### config.mk
export PLATFORM = sky130hd
export DESIGN_NAME = instr_fetch_queue_flat
export DESIGN_NICKNAME = d
export VERILOG_FILES = /design/src/rtl/instr_fetch_queue_if.sv /design/src/rtl/instr_fetch_queue.sv /design/src/flat_wrapper.sv
export SDC_FILE = /design/constraint.sdc
export NUM_CORES = 1
export LEC_CHECK = 0
export ABC_CLOCK_PERIOD_IN_PS = 3200
export BUFFER_PORTS_ARGS = -buffer_cell sky130_fd_sc_hd__buf_4
export CORE_MARGIN = 2
export CORE_UTILIZATION = 35
export DETAILED_ROUTE_END_ITERATION = 7
export HOLD_SLACK_MARGIN = 0.02
export SKIP_CTS_REPAIR_TIMING = 1
export SLEW_MARGIN = 5
export SYNTH_ARGS = -nofsm -noshare
export SYNTH_HDL_FRONTEND = slang
export SYNTH_SLANG_ARGS = --single-unit
### constraint.sdc
create_clock -name clk -period 3.2 [get_ports clk]
set_input_delay 0.16 -clock clk [delete_from_list [all_inputs] [get_ports clk]]
set_output_delay 0.16 -clock clk [all_outputs]
set_load 0.005 [all_outputs]
### src/rtl/instr_fetch_queue_if.sv
// Fetch queue bundle: instruction memory port, IF/ID head and control.
// master = fetch queue side, slave = pipeline / memory side.
interface instr_fetch_queue_if #(
    parameter int PC_W  = 9,
    parameter int INS_W = 32,
    parameter int DEPTH = 4
);
    localparam int CW = $clog2(DEPTH) + 1;

    logic             stall;
    logic             flush;
    logic [PC_W-1:0]  redirect_pc;
    logic             imem_en;
    logic [PC_W-1:0]  imem_addr;
    logic [INS_W-1:0] imem_rdata;
    logic             if_valid;
    logic [PC_W-1:0]  if_pc;
    logic [INS_W-1:0] if_instr;
    logic [CW-1:0]    occupancy;

    modport master (
        input  stall, flush, redirect_pc, imem_rdata,
        output imem_en, imem_addr, if_valid, if_pc, if_instr, occupancy
    );

    modport slave (
        output stall, flush, redirect_pc, imem_rdata,
        input  imem_en, imem_addr, if_valid, if_pc, if_instr, occupancy
    );
endinterface

### src/rtl/instr_fetch_queue.sv
// Instruction fetch front end: sequential fetch, {pc,instr} FIFO,
// stall absorption without refetch, flush/redirect to a new PC.
module instr_fetch_queue #(
    parameter int PC_W     = 9,
    parameter int INS_W    = 32,
    parameter int DEPTH    = 4,
    parameter int RESET_PC = 0
) (
    input  logic                clk,
    input  logic                reset,
    instr_fetch_queue_if.master bus
);
    localparam int AW = $clog2(DEPTH);
    localparam int CW = AW + 1;

    logic [PC_W-1:0]  fpc_q, fpc_d;
    logic [PC_W-1:0]  req_pc_q, req_pc_d;
    logic             inflight_q, inflight_d;
    logic [AW-1:0]    rd_q, rd_d;
    logic [AW-1:0]    wr_q, wr_d;
    logic [CW-1:0]    cnt_q, cnt_d;

    logic [PC_W-1:0]  pc_mem  [DEPTH];
    logic [INS_W-1:0] ins_mem [DEPTH];

    logic             kill;
    logic             head;
    logic             pop;
    logic             push;
    logic             issue;
    logic [CW:0]      need;

    assign kill  = reset | bus.flush;
    assign head  = ~reset & (cnt_q != '0);
    assign pop   = head & ~bus.stall & ~bus.flush;
    assign push  = inflight_q & ~kill;
    assign need  = {1'b0, cnt_q} + (CW+1)'(inflight_q) - (CW+1)'(pop);
    assign issue = ~kill & (need < (CW+1)'(DEPTH));

    assign bus.imem_en   = issue;
    assign bus.imem_addr = fpc_q;
    assign bus.if_valid  = head;
    assign bus.if_pc     = head ? pc_mem[rd_q] : '0;
    assign bus.if_instr  = head ? ins_mem[rd_q] : '0;
    assign bus.occupancy = reset ? '0 : cnt_q;

    // Next-state: flush clears the queue and retargets fetch, else push/pop/issue.
    always_comb begin
        fpc_d      = fpc_q;
        req_pc_d   = req_pc_q;
        inflight_d = 1'b0;
        rd_d       = rd_q;
        wr_d       = wr_q;
        cnt_d      = cnt_q;
        if (bus.flush) begin
            fpc_d = bus.redirect_pc;
            rd_d  = '0;
            wr_d  = '0;
            cnt_d = '0;
        end else begin
            cnt_d = cnt_q + CW'(push) - CW'(pop);
            if (pop)
                rd_d = rd_q + AW'(1);
            if (push)
                wr_d = wr_q + AW'(1);
            if (issue) begin
                req_pc_d   = fpc_q;
                fpc_d      = fpc_q + PC_W'(4);
                inflight_d = 1'b1;
            end
        end
    end

    // Control registers; reset acts as a flush to RESET_PC.
    always_ff @(posedge clk) begin
        if (reset) begin
            fpc_q      <= PC_W'(RESET_PC);
            req_pc_q   <= PC_W'(RESET_PC);
            inflight_q <= 1'b0;
            rd_q       <= '0;
            wr_q       <= '0;
            cnt_q      <= '0;
        end else begin
            fpc_q      <= fpc_d;
            req_pc_q   <= req_pc_d;
            inflight_q <= inflight_d;
            rd_q       <= rd_d;
            wr_q       <= wr_d;
            cnt_q      <= cnt_d;
        end
    end

    // FIFO storage: capture the returning instruction with its PC.
    always_ff @(posedge clk) begin
        if (push) begin
            pc_mem[wr_q]  <= req_pc_q;
            ins_mem[wr_q] <= bus.imem_rdata;
        end
    end
endmodule
### src/flat_wrapper.sv
// flat-port wrapper written by rule: the top's interface ports become plain ports
module instr_fetch_queue_flat 
#(
    parameter int PC_W     = 9,
    parameter int INS_W    = 32,
    parameter int DEPTH    = 4,
    parameter int RESET_PC = 0
)
  (clk, reset, bus_stall, bus_flush, bus_redirect_pc, bus_imem_rdata, bus_imem_en, bus_imem_addr, bus_if_valid, bus_if_pc, bus_if_instr, bus_occupancy);
  instr_fetch_queue_if #(.PC_W(PC_W), .INS_W(INS_W), .DEPTH(DEPTH)) bus_i ();
  input  logic clk;
  input  logic reset;
  input wire logic [$bits(bus_i.stall)-1:0] bus_stall;
  input wire logic [$bits(bus_i.flush)-1:0] bus_flush;
  input wire logic [$bits(bus_i.redirect_pc)-1:0] bus_redirect_pc;
  input wire logic [$bits(bus_i.imem_rdata)-1:0] bus_imem_rdata;
  output wire logic [$bits(bus_i.imem_en)-1:0] bus_imem_en;
  output wire logic [$bits(bus_i.imem_addr)-1:0] bus_imem_addr;
  output wire logic [$bits(bus_i.if_valid)-1:0] bus_if_valid;
  output wire logic [$bits(bus_i.if_pc)-1:0] bus_if_pc;
  output wire logic [$bits(bus_i.if_instr)-1:0] bus_if_instr;
  output wire logic [$bits(bus_i.occupancy)-1:0] bus_occupancy;
  assign bus_i.stall = bus_stall;
  assign bus_i.flush = bus_flush;
  assign bus_i.redirect_pc = bus_redirect_pc;
  assign bus_i.imem_rdata = bus_imem_rdata;
  assign bus_imem_en = bus_i.imem_en;
  assign bus_imem_addr = bus_i.imem_addr;
  assign bus_if_valid = bus_i.if_valid;
  assign bus_if_pc = bus_i.if_pc;
  assign bus_if_instr = bus_i.if_instr;
  assign bus_occupancy = bus_i.occupancy;
  instr_fetch_queue #(.PC_W(PC_W), .INS_W(INS_W), .DEPTH(DEPTH), .RESET_PC(RESET_PC)) u_core (.clk(clk), .reset(reset), .bus(bus_i));
endmodule
# --- Yosys cells after proc, flatten, opt, wreduce, memory -nomap -nowiden ---
# Memory sizes are Yosys's and may differ from the RTL's. A register that Yosys moved wholly into a read port is not among the register bits.
# Index checks and enable logic that the tools add are counted.
classes:
  reduce_logical: 4
  addsub: 7
  order_cmp: 1
  n_bitwise: 10
  mux: 12
ops:
  columns: ["operator", "count"]
  rows:
  - ["$mux W32", 1]
  - ["$mux W9", 3]
  - ["$add A9 B3 Y9 const B", 1]
  - ["$mux W2", 4]
  - ["$and A1 B1 Y1", 5]
  - ["$add A2 B1 Y2 const B", 2]
  - ["$add A3 B1 Y4", 1]
  - ["$lt A4 B3 Y1 const B", 1]
  - ["$not A1 Y1", 4]
  - ["$sub A4 B1 Y4", 1]
  - ["$add A3 B1 Y3", 1]
  - ["$mux W1", 3]
  - ["$mux W3", 1]
  - ["$reduce_bool A3 Y1", 1]
  - ["$sub A3 B1 Y3", 1]
  - ["$reduce_and A2 Y1", 1]
  - ["$reduce_bool A2 Y1", 1]
  - ["$reduce_or A2 Y1", 1]
  - ["$or A1 B1 Y1", 1]
totals:
  ff_bits: 26
  out_inout_bits: 55
  mem_count: 2
  ramBits: 164
memory_table:
  columns: ["memory", "depth", "width", "read_ports", "rd_clocked_by_memory_dff", "write_ports", "line_no", "rtl"]
  rows:
  - ["u_core.ins_mem", 4, 32, 1, 1, 1, "instr_fetch_queue.sv:24", "logic [INS_W-1:0] ins_mem [DEPTH];"]
  - ["u_core.pc_mem", 4, 9, 1, 1, 1, "instr_fetch_queue.sv:23", "logic [PC_W-1:0] pc_mem [DEPTH];"]

# --- Logic depth before layout (Yosys ltp) ---
# Gate-level depths: netlist of the first run.
logic_depth:
  ltp_word: 9
  depth_mapped: 12

# --- Least setup slack after synthesis of the first run ---
# Ideal clock, no wire load.
synth_timing:
  kind: "input to register"
  startpoint: "in bus_flush"
  endpoint: "reg u_core.fpc_q[6] (netlist: u_core.bus.imem_addr[6])"
  arrival_time_ns: 2.399
  setup_slack_ns: 0.710
  cell_stages: 11
  cell_sequence: "buf_2 -> nor3_4 -> o31a_1 -> nand2b_1 -> ha_1 -> or3_1 -> a21o_1 -> and2_4 -> buf_6 -> or3_1 -> a311oi_1"
synth_between:
  elab_chain_cells: 6
synth_rtl:
  columns: ["item", "line_no", "rtl"]
  rows:
  - ["start, declared", "flat_wrapper.sv:14", "input wire logic [$bits(bus_i.flush)-1:0] bus_flush;"]
  - ["$not A1 Y1", "instr_fetch_queue.sv:35", "assign pop = head & ~bus.stall & ~bus.flush;"]
  - ["$and A1 B1 Y1", "instr_fetch_queue.sv:35", null]
  - ["$sub A4 B1 Y4", "instr_fetch_queue.sv:37", "assign need = {1'b0, cnt_q} + (CW+1)'(inflight_q) - (CW+1)'(pop);"]
  - ["$lt A4 B3 Y1", "instr_fetch_queue.sv:38", "assign issue = ~kill & (need < (CW+1)'(DEPTH));"]
  - ["$and A1 B1 Y1", "instr_fetch_queue.sv:38", null]
  - ["$reduce_bool A2 Y1 (no line)", null, null]
  - ["end signal, assigned", "instr_fetch_queue.sv:77", "fpc_q <= PC_W'(RESET_PC);"]
  - ["end signal, assigned", "instr_fetch_queue.sv:84", "fpc_q <= fpc_d;"]
  - ["end, declared", "instr_fetch_queue.sv:16", "logic [PC_W-1:0] fpc_q, fpc_d;"]
# Several ways; a longest one is shown, not always the timed one.
# A chain may end at the register's enable or synchronous reset.

# --- Worst setup path in the final report of the first run ---
layout_timing:
  startpoint: "reg u_core.cnt_q[1]"
  endpoint: "out bus_imem_en"
layout_between:
  elab_chain_cells: 7
layout_rtl:
  columns: ["item", "line_no", "rtl"]
  rows:
  - ["start, declared", "instr_fetch_queue.sv:21", "logic [CW-1:0] cnt_q, cnt_d;"]
  - ["start signal, assigned", "instr_fetch_queue.sv:89", "cnt_q <= cnt_d;"]
  - ["$reduce_bool A3 Y1", "instr_fetch_queue.sv:34", "assign head = ~reset & (cnt_q != '0);"]
  - ["$and A1 B1 Y1", "instr_fetch_queue.sv:34", null]
  - ["$and A1 B1 Y1 (2 in series)", "instr_fetch_queue.sv:35", null]
  - ["$sub A4 B1 Y4 (*)", "instr_fetch_queue.sv:37", null]
  - ["$lt A4 B3 Y1 (*)", "instr_fetch_queue.sv:38", null]
  - ["$and A1 B1 Y1 (*)", "instr_fetch_queue.sv:38", null]
  - ["end, declared", "flat_wrapper.sv:17", "output wire logic [$bits(bus_i.imem_en)-1:0] bus_imem_en;"]
# Every way passes the cells marked *; elsewhere a longest branch is shown, timed or not.

==> reports/results.ini, run 1 <==
[outcome]
status = finished clean

[detailed_routing]
top_layer_used = met4
vias = 4018
drt-initial-drc-count = 272
antenna_left = 0
viasPerCell = 4.80
routed_wl_um = 14300
remaining_drc_errors = 0
dr_wl_met3_um = 716
wl_per_cell_um = 17.1
route.met2.wl_um = 7040
drtPass1Iterations = 6
drt-met1-wl_um = 6360

[synthesis]
synth_cell_type_count = 36
synth_adder_area_share = 0.0160
synth.net_count = 464
synth-seq-cells = 192
yosysSeqAreaShare = 0.729
synth_area_um2 = 7530
yosysTopAreaCellShare = 0.654
yosys_warnings = 0
synth_xor_area_frac = 0.0105
yosys.area_share.simple = 0.0690
synth-compound-area-share = 0.0194
synthMuxAreaShare = 0.140
syn_area_per_cell_um2 = 18.4
postSynthCellCount = 410
synth_top_cell_by_area = edfxtp_1
synth.area.top_cells = edfxtp_1, mux4_2, dfxtp_1
synth_top_family_by_area = multiplexers

[clock_tree]
clk_latency_ps = 420
cts-root-buf = clkbuf_16
cts.sinks = 192
clockBufferDepth = 2
cts_htree_levels = 4
cts_tree = yes
path_clk_slew_ps = 70
numCtsBuffers = 17

[sta]
final.period_utilization = 0.835
rsz0062_at_grt = false
skew_ps = 11.3
worstMarginPinSlew_ps = 642
tns_ps = 0
setup_violations = 0
max_freq_mhz = 374
drv_slew = 0
finalCriticalPeriod_ps = 2670
timing.slew.headroom = 0.572
finalHoldViolCount = 0

[placement]
dpl_cell_area_um2 = 8670
gp_congestion = 0.867
port_buffers = 99
dp.cells = 770
dp_hpwl_um = 8590

[cells_and_area]
multi_input_area_um2 = 1930
synthToLayoutAreaGrowth_pct = 27.4
diodes = 0
ff_latch_area_um2 = 5490
nFillCells = 1870
fin_area_um2 = 9590
fin_cells = 837
layout-drive-gt1-share = 0.331
fin_nets = 603
layout.core_utilization = 0.455

[floorplanning]
die_y_um = 151
die_area_um2 = 22700
dieWidth_um = 151
row_count = 53
pin_count = 100
coreArea_um2 = 21100
initial_utilization = 0.357

[setup_path]
rrSetupSlack_ps = 760
crit_required_ps = 3040
crit_path_end = bus_imem_en
endpoint_kind = output port
r2r-end = u_core.bus.imem_addr[5]
crit_fanout = 7
worst_setup_path_start_kind = register
arrival_ps = 2510
reg2reg_from = u_core.cnt_q[1]
rr_worst_depth = 8
cp-startpoint = u_core.cnt_q[1]
critPathKind = reg -> out

[flow_run]
maxCapViolCount = 0

[grt]
grt_first_pass_wirelength_um = 21600
overflow = 0
grt_max_degree = 43
track_usage = 0.130
grt_pass1_vias = 4034
antenna_found_initial = 0

[power]
power_mw = 4.97
max-vdd-ir-drop_v = 0.000343
p_leak_nw = 3.34
power_density_nw_per_um2 = 518

[hold_path]
hp-class = in -> reg

## placed cells by master (no fill, tap or decap), drive strengths merged
cell type,Yosys,layout
o211a,1,1
nor3,2,2
a21o,1,1
clkbuf,8,24
edfxtp,164,164
nand4,1,1
nor2,30,30
a311oi,2,2
xnor2,6,6
o31ai,1,1
nand2b,1,1
and3,5,5
or3,3,3
a211oi,5,5
inv,7,15
mux4,41,41
a21boi,1,1
o31a,1,1
ha,8,8
nor2b,42,42
and2,5,5
dlygate4sd3,0,35
nand2,4,4
o21ai,6,6
buf,14,107
mux2i,13,13
or2,1,1
nand3,1,1
fa,1,1
dfxtp,28,28
a21oi,4,4
xor2,3,3
## state kept, by name, summed over array words and instances (netlist names), named ones only
register              flops
u_core.ins_mem          128
u_core.wr_q               2
u_core.req_pc_q           9
u_core.cnt_q              3
u_core.pc_mem            36
u_core.rd_q               2
u_core.inflight_q         1
u_core.bus.imem_addr      9
## synthesized netlist by cell type
cell type  number
edfxtp_1      164
nor2b_1        42
mux4_2         41
nor2_1         30
dfxtp_1        28
mux2i_1        13
clkbuf_1        8
ha_1            8
buf_2           7
inv_1           7
buf_1           6
xnor2_1         6
a211oi_1        5
and3_1          5
a21oi_1         4
and2_1          4
nand2_1         4
o21ai_0         4
or3_1           3
xor2_1          3
a311oi_1        2
o21ai_1         2
a21boi_1        1
a21o_1          1
and2_4          1
buf_6           1
fa_1            1
nand2b_1        1
nand3_1         1
nand4_1         1
nor3_1          1
nor3_4          1
o211a_1         1
o31a_1          1
o31ai_1         1
or2_2           1
## routing by layer
metal | track usage | vias up
met2 | 0.213 | 101
met5 | 0 | -
met3 | 0.0400 | 13
met4 | 0.0421 | 0
met1 | 0.167 | 2047
li1 | - | 1857
## where the power goes
group	switching [mW]	total, mW	internal, mW
logic	0.0792	0.194	0.114
registers	0.0247	2.76	2.74
clock network	0.864	2.01	1.15
total	0.968	4.97	4.00
## final cells by class
cell class,instances,area share
clock buffers,24,0.0547
repair buffers,142,0.128
inverters,7,0.00274
flip-flops and latches,192,0.573
clock inverters,8,0.00496
multi-input cells,189,0.201
well taps,275,0.0359
## stage by stage
step,hold WS (ps),setup slack (ps)
after floorplan,259,710
after global placement,360,677
after detailed placement,363,616
after CTS,-86.9,503
after global routing,29.8,384
final,20.5,526
## cell families after synthesis
kind of cell	after synthesis
compound gates	22
xor+xnor	9
fa+ha+maj	9
buf+inv	29
flops	192
mux	54
simple gates	95
## critical path, cell delays in order (launching register included)
cell	delay, ps
dfxtp_1	370
o31a_1	360
nand2b_1	100
ha_1	220
and2_1	170
o211a_1	200
o21ai_1	220
and2_4	270
nor2_1	50
buf_4	140
## worst min-delay path by stage
stage,to,slack (ps),cells past startpoint,start
5_1_grt,u_core.bus.imem_addr[4],30,3,bus_redirect_pc[4]
6_report,u_core.bus.imem_addr[7],20,3,bus_redirect_pc[7]
3_5_place_dp,u_core.ins_mem[1][31],360,1,bus_imem_rdata[31]
3_3_place_gp,u_core.ins_mem[2][12],360,1,bus_imem_rdata[12]
4_1_cts,u_core.ins_mem[0][4],-90,1,bus_imem_rdata[4]
2_1_floorplan,u_core.ins_mem[0][0],260,0,bus_imem_rdata[0]
Note: power is estimated with default switching activity, not from simulation.
==> run 2: changes to the inputs <==
--- a/config.mk
+++ b/config.mk
@@ -5,7 +5,7 @@
 export SDC_FILE = /design/constraint.sdc
 export NUM_CORES = 1
 export LEC_CHECK = 0
-export ABC_CLOCK_PERIOD_IN_PS = 3200
+export ABC_CLOCK_PERIOD_IN_PS = 2200
 export BUFFER_PORTS_ARGS = -buffer_cell sky130_fd_sc_hd__buf_4
 export CORE_MARGIN = 2
 export CORE_UTILIZATION = 35
==> constraint.sdc (replaced) <==
create_clock -name clk -period 2.2 [get_ports clk]
set_input_delay 0.11 -clock clk [delete_from_list [all_inputs] [get_ports clk]]
set_output_delay 0.11 -clock clk [all_outputs]
set_load 0.005 [all_outputs]
==> reports/results.ini, run 2 (synthesis results as in run 1) <==
[outcome]
status = finished, violations left
violations = negative setup slack

[hold_path]
min_to = u_core.bus.imem_addr[6]
hold_path.startpoint = bus_redirect_pc[6]
hp-class = in -> reg
min_path_cells = 3  ; unchanged

[sta]
max_freq_mhz = 412
rsz0062_at_grt = true
finalCriticalPeriod_ps = 2430
finalHoldViolCount = 0  ; unchanged
timing.slew.headroom = 0.753  ; +0.181
setup_violations = 1  ; +1
worst_slack_ps = -226  ; -752 ps
worstMarginPinSlew_ps = 370  ; -272 ps
final.period_utilization = 1.10
skew_ps = 5.51  ; -5.80 ps
drv_slew = 0  ; unchanged

[setup_path]
critPathKind = reg -> out
rrSetupSlack_ps = 0  ; -760 ps
rr_worst_depth = 8  ; unchanged
endpoint_kind = output port
crit_fanout = 4  ; -3
arrival_ps = 2320  ; -190 ps
crit_required_ps = 2090  ; -950 ps
worst_setup_path_start_kind = register
r2r-end = u_core.bus.imem_addr[6]
reg2reg_from = u_core.cnt_q[0]

[floorplanning]
die_area_um2 = 22700  ; unchanged
initial_utilization = 0.357  ; unchanged
dieWidth_um = 151  ; unchanged
pin_count = 100  ; unchanged
coreArea_um2 = 21100  ; unchanged
die_y_um = 151  ; unchanged
row_count = 53  ; unchanged

[placement]
dp_slack_ps = 41.0  ; -574 ps
gp_congestion = 0.902  ; +4.1%
port_buffers = 99  ; unchanged
dp_hpwl_um = 8130  ; -5.3%

[grt]
antenna_found_initial = 0  ; unchanged
grt_pass1_vias = 4138  ; +2.6%
overflow = 0  ; unchanged
track_usage = 0.130  ; +0.000254
grt_first_pass_wirelength_um = 22000  ; +1.9%
grt_max_degree = 43  ; unchanged

[clock_tree]
numCtsBuffers = 17  ; unchanged
clk_latency_ps = 420  ; about the same
cts_tree = yes
cts.sinks = 192  ; unchanged
cts_htree_levels = 4  ; unchanged
cts-root-buf = clkbuf_16
path_clk_slew_ps = 70  ; about the same
clockBufferDepth = 2  ; unchanged

[cells_and_area]
largest_register_ff_count = 128  ; unchanged
nFillCells = 1839  ; -1.7%
top_regs = u_core.ins_mem: 128 flops, u_core.pc_mem: 36 flops
final_common_cell = edfxtp_1
layout-drive-gt1-share = 0.364  ; +0.0328
diodes = 0  ; unchanged
fin_nets = 621  ; +3.0%
synthToLayoutAreaGrowth_pct = 30.4
regMostFlops = u_core.ins_mem
layout.core_utilization = 0.466  ; +0.0108
final_cell_mix = edfxtp_1, buf_4, nor2b_1

[detailed_routing]
vias = 4089  ; +1.8%
viasPerCell = 4.78  ; -0.38%
drtPass1Iterations = 4  ; -2
routed_wl_um = 14400  ; +1.0%
wl_per_cell_um = 16.9  ; -1.1%
antenna_left = 0  ; unchanged
remaining_drc_errors = 0  ; unchanged
drt-initial-drc-count = 226  ; -17%

[flow_run]
maxCapViolCount = 0  ; unchanged

[power]
max-vdd-ir-drop_v = 0.000480  ; +40%
power_density_nw_per_um2 = 747  ; +44%
p_leak_nw = 3.44  ; +2.8%

## run 2: cell types whose count changed in the layout (fill, tap and decap cells not counted), sizes merged, moves of 4 or more
| cell | previous run | this run |
|---|---|---|
| clkinv | 0 | 5 |
| dlygate4sd3 | 35 | 39 |
| clkbuf | 24 | 17 |
| buf | 107 | 121 |
## run 2: final cells by class
class | instances | area (µm²) | area share
clock buffers | 17 | 425 | 0.0433
clock inverters | 15 | 155 | 0.0158
inverters | 7 | 26.3 | 0.00268
multi-input cells | 189 | 1960 | 0.200
flip-flops and latches | 192 | 5500 | 0.560
well taps | 275 | 344 | 0.0350
repair buffers | 160 | 1400 | 0.143
## run 2: through the flow
| step | total power, mW | hold slack, ps | cell area (µm²) | TNS (ps) | std cells |
|---|---|---|---|---|---|
| 2_1_floorplan | 4.19 | 209 | 7550 | -18.4 | 410 |
| 3_5_place_dp | 4.34 | 314 | 8770 | 0 | 781 |
| 4_1_cts | 7.37 | -139 | 9360 | -268 | 813 |
| 5_1_grt | 7.59 | 33.8 | 9820 | -1130 | 855 |
| 6_report | 7.34 | 34.0 | 9820 | -226 | 855 |
| 3_3_place_gp | 4.33 | 309 | 8770 | 0 | 781 |
## run 2: how the worst max path moves through the flow
stage,startpoint,end,cells past startpoint
2_1_floorplan,bus_flush,u_core.bus.imem_addr[5],11
4_1_cts,u_core.cnt_q[2],bus_imem_en,10
5_1_grt,u_core.cnt_q[1],bus_imem_en,10
6_report,u_core.cnt_q[1],bus_imem_en,10
3_5_place_dp,bus_stall,u_core.bus.imem_addr[6],10
3_3_place_gp,bus_stall,u_core.bus.imem_addr[5],10
## run 2: metal layers
metal	share of wire	routed length (µm)	global-route usage	up-vias
met5	0	0	0	-
met1	0.44	6380	0.160	2080
met2	0.50	7220	0.221	99
li1	-	-	-	1897
met3	0.045	655	0.0388	13
met4	0.012	168	0.0421	0
## run 2: power by group
part	switching (mW)	internal (mW)	total [mW]	leakage (nW)
combinational	0.125	0.182	0.307	1.42
sequential	0.0333	3.98	4.01	1.73
clock	1.33	1.69	3.02	0.283
## run 2: worst max-delay path, cell delays in order (launching register included)
cell,delay (ps)
dfxtp_4,350
o31a_1,310
nand2b_1,130
ha_4,210
and2_4,130
o211a_1,230
o21ai_2,90
and2_4,190
buf_6,100
nor2_4,30
buf_6,110
==> run 3: changes to the inputs <==
--- a/config.mk
+++ b/config.mk
@@ -10,6 +10,7 @@
 export CORE_MARGIN = 2
 export CORE_UTILIZATION = 35
 export DETAILED_ROUTE_END_ITERATION = 7
+export GPL_TIMING_DRIVEN = 0
 export HOLD_SLACK_MARGIN = 0.02
 export SKIP_CTS_REPAIR_TIMING = 1
 export SLEW_MARGIN = 5
==> reports/results.ini, run 3 (synthesis results as in run 1) <==
[detailed_routing]
wl_per_cell_um = 17.0  ; +0.71%
antenna_left = 0  ; unchanged
routed_wl_um = 14800  ; +2.5%
drtPass1Iterations = 4  ; unchanged
drt-initial-drc-count = 219  ; -3.1%
remaining_drc_errors = 0  ; unchanged
vias = 4120  ; +0.76%
viasPerCell = 4.74  ; -0.98%

[setup_path]
endpoint_kind = register
crit_fanout = 5  ; +1
worst_setup_path_start_kind = register
critPathKind = reg -> reg
arrival_ps = 2680  ; +360 ps
crit_required_ps = 2530  ; +440 ps
cp-startpoint = u_core.cnt_q[2]
rr_worst_depth = 9  ; +1
r2r-end = u_core.bus.imem_addr[5]
reg2reg_from = u_core.cnt_q[2]
rrSetupSlack_ps = -160  ; -160 ps

[sta]
final.period_utilization = 1.07  ; -0.0320
drv_slew = 0  ; unchanged
finalCriticalPeriod_ps = 2360  ; -70.4 ps
whs_ps = 24.8  ; -9.21 ps
worst_slack_ps = -156  ; +70.4 ps
max_freq_mhz = 425  ; +3.0%
worstMarginPinSlew_ps = 538  ; +167 ps
setup_violations = 3  ; +2
timing.slew.headroom = 0.642  ; -0.111
rsz0062_at_grt = true
skew_ps = 9.67  ; +4.16 ps
finalHoldViolCount = 0  ; unchanged

[floorplanning]
row_count = 53  ; unchanged
pin_count = 100  ; unchanged
coreArea_um2 = 21100  ; unchanged
initial_utilization = 0.357  ; unchanged
die_area_um2 = 22700  ; unchanged
dieWidth_um = 151  ; unchanged
die_y_um = 151  ; unchanged

[cells_and_area]
final_cell_mix = edfxtp_1, buf_4, dlygate4sd3_1
largest_register_ff_count = 128  ; unchanged
nFillCells = 1852  ; +0.71%
fin_area_um2 = 9860  ; +0.40%
fin_nets = 636  ; +2.4%
fin_cells = 870  ; +1.8%
synthToLayoutAreaGrowth_pct = 30.9
regMostFlops = u_core.ins_mem
final_common_cell = edfxtp_1
diodes = 0  ; unchanged
top_regs = u_core.ins_mem: 128 flops, u_core.pc_mem: 36 flops
layout-drive-gt1-share = 0.365  ; +0.000913

[clock_tree]
cts.sinks = 192  ; unchanged
cts-root-buf = clkbuf_16
cts_htree_levels = 4  ; unchanged
cts_tree = yes
clk_latency_ps = 410  ; about the same
path_clk_slew_ps = 60  ; about the same
clockBufferDepth = 2  ; unchanged
numCtsBuffers = 17  ; unchanged

[grt]
grt_max_degree = 30  ; -30%
grt_pass1_vias = 4123  ; -0.36%
antenna_found_initial = 0  ; unchanged
overflow = 0  ; unchanged
grt_first_pass_wirelength_um = 22100  ; +0.47%
track_usage = 0.131  ; +0.00104

[power]
max-vdd-ir-drop_v = 0.000487  ; +1.4%
p_int_mw = 5.59  ; -4.4%
p_switching_mw = 1.38  ; -7.4%
p_sw_frac = 0.197  ; -0.00510
power_density_nw_per_um2 = 707  ; -5.4%
clkPwrFrac = 0.379  ; -0.032
p_comb_frac = 0.045  ; +0.003
p_leak_nw = 3.45  ; +0.26%
pwr-share-seq = 0.576  ; +0.029
power_mw = 6.97  ; -5.0%

[placement]
dpl_cell_area_um2 = 8720  ; -0.61%
dp.cells = 787  ; +0.77%
dp_hpwl_um = 9350  ; +15%
port_buffers = 98  ; -1.0%
gp_congestion = 0.804  ; -11%

[hold_path]
min_to = u_core.bus.imem_addr[7]
hp-class = in -> reg
min_path_cells = 3  ; unchanged
hold_path.startpoint = bus_redirect_pc[7]

[outcome]
violations = negative setup slack
status = finished, violations left

[flow_run]
maxCapViolCount = 0  ; unchanged

-- run 3: cell count changes in the layout (fill, tap and decap cells not counted), sizes merged --
cell         previous run  this run
dlygate4sd3            39        42
buf                   121       122
bufinv                  2         0
clkinvlp                2         3
clkinv                  5         8
clkbuf                 17        31
inv                    13         8
-- run 3: stage by stage --
| stage | worst slack (ps) | setup TNS (ps) | utilization |
|---|---|---|---|
| 5_1_grt | -223 | -1250 | 0.467 |
| 4_1_cts | -409 | -15190 | 0.438 |
| 3_5_place_dp | -316 | -2750 | 0.414 |
| 6_report | -156 | -326 | 0.467 |
| 3_3_place_gp | -907 | -160950 | 0.409 |
| 2_1_floorplan | -14.1 | -18.4 | - |
-- run 3: power groups by stage --
stage | Combinational (mW) | Clock (mW) | Sequential (mW)
after floorplan | 0.103 | 0 | 4.09
after global placement | 0.230 | 0 | 4.09
after detailed placement | 0.243 | 0 | 4.09
after CTS | 0.244 | 2.72 | 4.02
after global routing | 0.346 | 2.86 | 4.01
final | 0.316 | 2.64 | 4.01
-- run 3: final cells by class --
class,instances,area (µm²),area share
Timing Repair Buffer,155,1340,0.136
Clock buffer,20,437,0.0443
Buffer,20,133,0.0135
Inverter,7,26.3,0.00267
Sequential cell,192,5500,0.558
Clock inverter,12,68.8,0.00698
Multi-Input combinational cell,189,2010,0.204
Tap cell,275,344,0.0349
-- run 3: how the worst max path moves through the flow --
stage / depth (start not counted) / end
CTS: 10 / bus_imem_en
floorplan: 11 / u_core.bus.imem_addr[5]
global placement: 4 / u_core.ins_mem[0][11]
finish: 9 / u_core.bus.imem_addr[5]
global route: 9 / bus_imem_en
detailed placement: 11 / u_core.bus.imem_addr[5]
-- run 3: routing by layer --
metal / vias up / wire, µm / GRT usage
li1: 1926 / - / -
met1: 2086 / 6360 / 0.162
met2: 94 / 7670 / 0.230
met3: 14 / 592 / 0.0348
met4: 0 / 161 / 0.0327
met5: - / 0 / 0
-- run 3: critical path, stage by stage, from the launching register on --
cell and delay, ps:
dfxtp_4 360, o31a_1 210, nand2b_4 70, ha_4 170, or3_4 380, a21o_4 200
and2_4 150, buf_4 130, or3_1 330, a311oi_2 250
